===== src/rtl/fsm_seq_sat_cnt.sv =====
// Saturating up-counter with synchronous clear; clear has priority over increment.
module fsm_seq_sat_cnt #(
  parameter int W = 8
) (
  input  logic         clk,
  input  logic         rst_n,
  input  logic         clear,
  input  logic         inc,
  output logic [W-1:0] count
);

  logic [W-1:0] count_reg;

  always_ff @(posedge clk or negedge rst_n) begin
    if (!rst_n) begin
      count_reg <= '0;
    end else if (clear) begin
      count_reg <= '0;
    end else if (inc && (count_reg != {W{1'b1}})) begin
      count_reg <= count_reg + W'(1);
    end
  end

  assign count = count_reg;

endmodule


===== config.mk =====
export PLATFORM = sky130hd
export DESIGN_NAME = fsm_seq_sat_cnt
export DESIGN_NICKNAME = d
export VERILOG_FILES = /design/src/rtl/fsm_seq_sat_cnt.sv
export SDC_FILE = /design/constraint.sdc
export NUM_CORES = 1
export LEC_CHECK = 0
export BUFFER_PORTS_ARGS = -buffer_cell sky130_fd_sc_hd__buf_2
export CAP_MARGIN = 20
export CORE_AREA = 2 2 39 41
export DETAILED_ROUTE_END_ITERATION = 8
export DIE_AREA = 0 0 41 43
export PLACE_DENSITY = 0.61
export SLEW_MARGIN = 25
export SYNTH_ARGS = -nofsm -noshare
export SYNTH_HDL_FRONTEND = slang
export SYNTH_SLANG_ARGS = --single-unit

===== constraint.sdc =====
create_clock -name clk -period 1.9 [get_ports clk]
set_input_delay 0.38 -clock clk [delete_from_list [all_inputs] [get_ports clk]]
set_output_delay 0.38 -clock clk [all_outputs]
set_load 0.02 [all_outputs]

* Word level (Yosys, flattened, before mapping)
Cells that the tools add are included.
** Storage, ports and cells
- Output and inout port bits :: 8
- Logic and storage cells :: 7
- Bits in registers :: 8
- Bits of input ports :: 4
** Cells by class
- Eq/ne operators :: 1
- Reductions and logical operators :: 2
- Muxes and demuxes :: 2
- $add $sub $neg :: 1
** Operator list (count)
- 2-to-1 mux 8 bit :: 2
- adder 8 x 1 -> 8 bit (second input constant) :: 1
- != test 8 bit (second input constant) :: 1
- nonzero test 2 bit :: 1
- logical AND 1 bit :: 1

* Logic depth before layout (Yosys ltp)
- Depth after elaboration :: 4
- Gate-level depth with buffers :: 4
- Mapped depth without buffers :: 4

* Least setup slack after synthesis
No wires, ideal clock.
- Path kind :: register -> register
- From :: register count_reg[0] (netlist: count[0])
- To :: register count_reg[0] (netlist: count[0])
- Required time :: 1.775 ns
- Arrival :: 1.567 ns
- Slack :: 0.209 ns
- Cell stages (with the launch flop) :: 5
- Clock period less this slack :: 1.691 ns
- Path through :: dfrtp_1 > ha_1 > and4_2 > a21boi_1 > mux2_2
** Between the ends
- Cells in the longest elaborated chain, start to end :: 3
** RTL lines
- from (decl) :: line 12 : logic [W-1:0] count_reg;
- from (signal assigned) :: line 20 : count_reg <= count_reg + W'(1);
- adder 8 x 1 -> 8 bit or != test 8 bit (tied branches) :: line 20, 19
- 2-to-1 mux 8 bit or logical AND 1 bit (tied branches) :: line 19 : end else if (inc && (count_reg != {W{1'b1}})) begin
- 2-to-1 mux 8 bit or nonzero test 2 bit (tied branches)
Several ways; a longest one is shown, not always the timed one. The select of a mux whose other input is x is not followed.
A chain may end at the register's enable or synchronous reset.

* Worst setup path in the final report
Ends and elaborated chain as after synthesis.

==> flow_summary.json <==
{
  "count_of_nets_after_finishing": 69,
  "worst-slew-pin-transition_ns": 0.362,
  "timing.hold.worst.class": "in -> reg",
  "tritoncts": "done",
  "synth.avg_cell_area_um2": 9.47,
  "area_of_the_multi_input_gates_um2": 248,
  "std_cell_rows": 14,
  "worst_setup_path_start_kind": "flip-flop",
  "cts_inserted_buffers": 3,
  "critical-path-slowest-cell": "sky130_fd_sc_hd__dfrtp_1",
  "synthesis.instances": 49,
  "worst_setup_slack_after_layout_ns": 0.182,
  "ys_async_sr_fraction_pct": 100,
  "num_vias": 420,
  "setup_repair_after_global_routing_missed_its_margin": "false",
  "cp_slowest_stage_delay_ns": 0.43,
  "worstRegToRegCells": 4,
  "synth.cell_area_um2": 464,
  "grt_first_pass_wirelength_um": 1760,
  "finalClockSkew_ns": 0.00324,
  "area_growth_pct": 21.3,
  "fmaxAchievable_ghz": 0.582,
  "grt_usage_pct": 15.1,
  "clock_period_minus_final_worst_setup_slack_ns": 1.72,
  "post_cts_buffers": 0,
  "clkTransAtPathRegs_ns": 0.05,
  "worst-endpoint-required_ns": 2.04,
  "finalSetupViolCount": 0,
  "synthesis.nets": 54,
  "floorplan.core_area_um2": 1380,
  "crit_path_start": "count[0]$_DFFE_PN0P_",
  "power.static_leakage_nw": 0.259,
  "cp.arrival_ns": 1.86,
  "report.final.slew_viol_count": 0,
  "clock_latency_at_the_later_pin_of_the_worst_skew_pair_ns": 0.26,
  "fill_cells": 142,
  "start_util_pct": 33.5,
  "synth_sequential_area_ratio_pct": 43.1,
  "detailedRoute.firstPassIterationCount": 4,
  "setup.reg_to_reg.worst_slack_ns": 0.18,
  "detailedRoute.firstIterationViolations": 7,
  "largest_register_ff_count": 8,
  "cap_violations": 0,
  "irDropWorstVdd_mv": 0.344,
  "port-buffer-count": 11,
  "grt_antenna_before_repair": 0,
  "post-route-drc-count": 0,
  "number_of_warnings_reported_in_the_yosys_synthesis_log": 0,
  "reg2reg_from": "count[0]$_DFFE_PN0P_",
  "gp_congestion": 0.739,
  "detailedPlace.worstSlack_ns": 0.190,
  "drive_gt1_share_pct": 29.0,
  "min_period_over_period_pct": 90.4,
  "power_density_nw_per_um2": 619,
  "r2r_end": "count[0]$_DFFE_PN0P_",
  "synth.ff_latch_count": 8,
  "final_core_util_pct": 40.7,
  "antenna-diode-count": 0,
  "cts_root_buffer": "sky130_fd_sc_hd__clkbuf_4",
  "ctsLongestPathBuffers": 2,
  "finalHoldWorstSlack_ns": 0.423,
  "post_drt_via_cell_ratio": 5.38,
  "synth_cell_types": 28,
  "synth_flop_cell": "sky130_fd_sc_hd__dfrtp_1",
  "maximum_number_of_pins_on_one_net_before_global_route_repair": 12,
  "max-slew-margin-rel_pct": 75.2,
  "status": "completed",
  "dieHeight_um": 43,
  "worstSetupEndpoint": "count[0]$_DFFE_PN0P_",
  "tritoncts_num_sinks": 8,
  "cts-htree-levels": 1,
  "route.antenna.remaining_nets": 0,
  "setup-tns-final_ns": 0,
  "worstSetupEndpointType": "flip-flop",
  "grt_pass1_vias": 408,
  "dieArea_um2": 1760,
  "synth_enable_flop_cells": 0,
  "power.total_uw": 349,
  "grt_remaining_overflow": 0,
  "routed_wire_length_per_instance_um": 12.4,
  "ff_latch_area_um2": 200,
  "cp_cell_sequence": "ha_1 > and4_2 > a21boi_1 > mux2_2",
  "dp_hpwl_um": 713,
  "hold_viol": 0,
  "timing.critical_path.fanout_max": 7,
  "critical_path_type": "reg -> reg",
  "top_level_ports": 12,
  "fp.dieW_um": 41,
  "wl_um": 971
}
[how the worst min path moves through the flow]
| stage | slack, ns | startpoint | to | cells after the start |
|---|---|---|---|---|
| after floorplan | 0.08 | rst_n | count[0]$_DFFE_PN0P_ | 0 |
| after global placement | 0.24 | rst_n | count[7]$_DFFE_PN0P_ | 1 |
| after detailed placement | 0.24 | rst_n | count[7]$_DFFE_PN0P_ | 1 |
| after CTS | 0.42 | clear | count[7]$_DFFE_PN0P_ | 2 |
| after global routing | 0.44 | clear | count[7]$_DFFE_PN0P_ | 2 |
| final | 0.42 | clear | count[7]$_DFFE_PN0P_ | 2 |
[metal layers]
metal	global-route usage (%)	part of all wire, %	wire length (um)
met5	0	0	0
met4	10.0	1.8	17
met3	4.71	4.3	42
met2	19.7	46	445
met1	20.5	48	466
[through the flow]
| stage | cells | instance area, um^2 |
|---|---|---|
| global placement | 74 | 531 |
| global route | 78 | 563 |
| detailed placement | 74 | 531 |
| finish | 78 | 563 |
| floorplan | 49 | 464 |
| CTS | 78 | 563 |
[cells in the final DEF, fill, tap and decap left out]
cell / n
sky130_fd_sc_hd__nand3_1: 2
sky130_fd_sc_hd__nor2b_1: 3
sky130_fd_sc_hd__nand3_2: 1
sky130_fd_sc_hd__a211oi_1: 1
sky130_fd_sc_hd__nand2b_1: 3
sky130_fd_sc_hd__dfrtp_1: 8
sky130_fd_sc_hd__nor4_1: 1
sky130_fd_sc_hd__clkbuf_4: 3
sky130_fd_sc_hd__mux2i_1: 1
sky130_fd_sc_hd__nand4_1: 1
sky130_fd_sc_hd__a21boi_1: 1
sky130_fd_sc_hd__and4_1: 1
sky130_fd_sc_hd__nor3_1: 4
sky130_fd_sc_hd__inv_1: 2
sky130_fd_sc_hd__dlygate4sd3_1: 1
sky130_fd_sc_hd__and3_1: 1
sky130_fd_sc_hd__and4_2: 1
sky130_fd_sc_hd__nor2_1: 2
sky130_fd_sc_hd__a21oi_1: 3
sky130_fd_sc_hd__nor3b_1: 1
sky130_fd_sc_hd__buf_2: 11
sky130_fd_sc_hd__a41oi_1: 1
sky130_fd_sc_hd__o21ai_0: 1
sky130_fd_sc_hd__or3_1: 1
sky130_fd_sc_hd__mux2_2: 2
sky130_fd_sc_hd__a2111oi_0: 1
sky130_fd_sc_hd__nand2_1: 2
sky130_fd_sc_hd__a31oi_1: 1
sky130_fd_sc_hd__ha_1: 1
[cell type report]
class	instances	area share, %
inverters	2	1.33
well taps	16	3.56
multi-input cells	37	44.0
repair buffers	12	11.6
flip-flops and latches	8	35.6
clock buffers	3	4.00
[cell usage after synthesis, types with 2 or more instances]
master                     instances  share of area (%)
sky130_fd_sc_hd__dfrtp_1           8                 43
sky130_fd_sc_hd__nor3_1            4                4.3
sky130_fd_sc_hd__a21oi_1           3                3.2
sky130_fd_sc_hd__nand2b_1          3                4.0
sky130_fd_sc_hd__nor2b_1           3                4.0
sky130_fd_sc_hd__inv_1             2                1.6
sky130_fd_sc_hd__mux2_2            2                4.9
sky130_fd_sc_hd__nand2_1           2                1.6
sky130_fd_sc_hd__nand3_1           2                2.2
sky130_fd_sc_hd__nor2_1            2                1.6
[cells by family (layout without fill, tap and decap cells)]
| family | after synthesis | in the layout | synth area share, % |
|---|---|---|---|
| mux | 3 | 3 | 7.01 |
| simple gates | 24 | 24 | 31.0 |
| flops | 8 | 8 | 43.1 |
| fa+ha+maj | 1 | 1 | 2.69 |
| compound gates | 9 | 9 | 12.7 |
| buf+inv | 4 | 17 | 3.50 |
[critical path: cells and delay by family, from the launching register on]
family                     cells  cell delay, ns
muxes                          1            0.36
and+or+nand+nor                1            0.29
adders and majority gates      1            0.30
AOI/OAI and AO/OA              1            0.22
DFF                            1            0.43
[where the power goes]
| group | internal, mW | switching [mW] | total (mW) |
|---|---|---|---|
| clock | 0.0724 | 0.0590 | 0.131 |
| combinational | 0.0148 | 0.0218 | 0.0367 |
| sequential | 0.175 | 0.00605 | 0.181 |
[what timing repair did]
action                                 in CTS  in global routing
endpoints found under the hold margin       8                  0
hold buffers                                1                  0
gates resized for setup                     0                  0
Power figures use the tool's default switching activity.
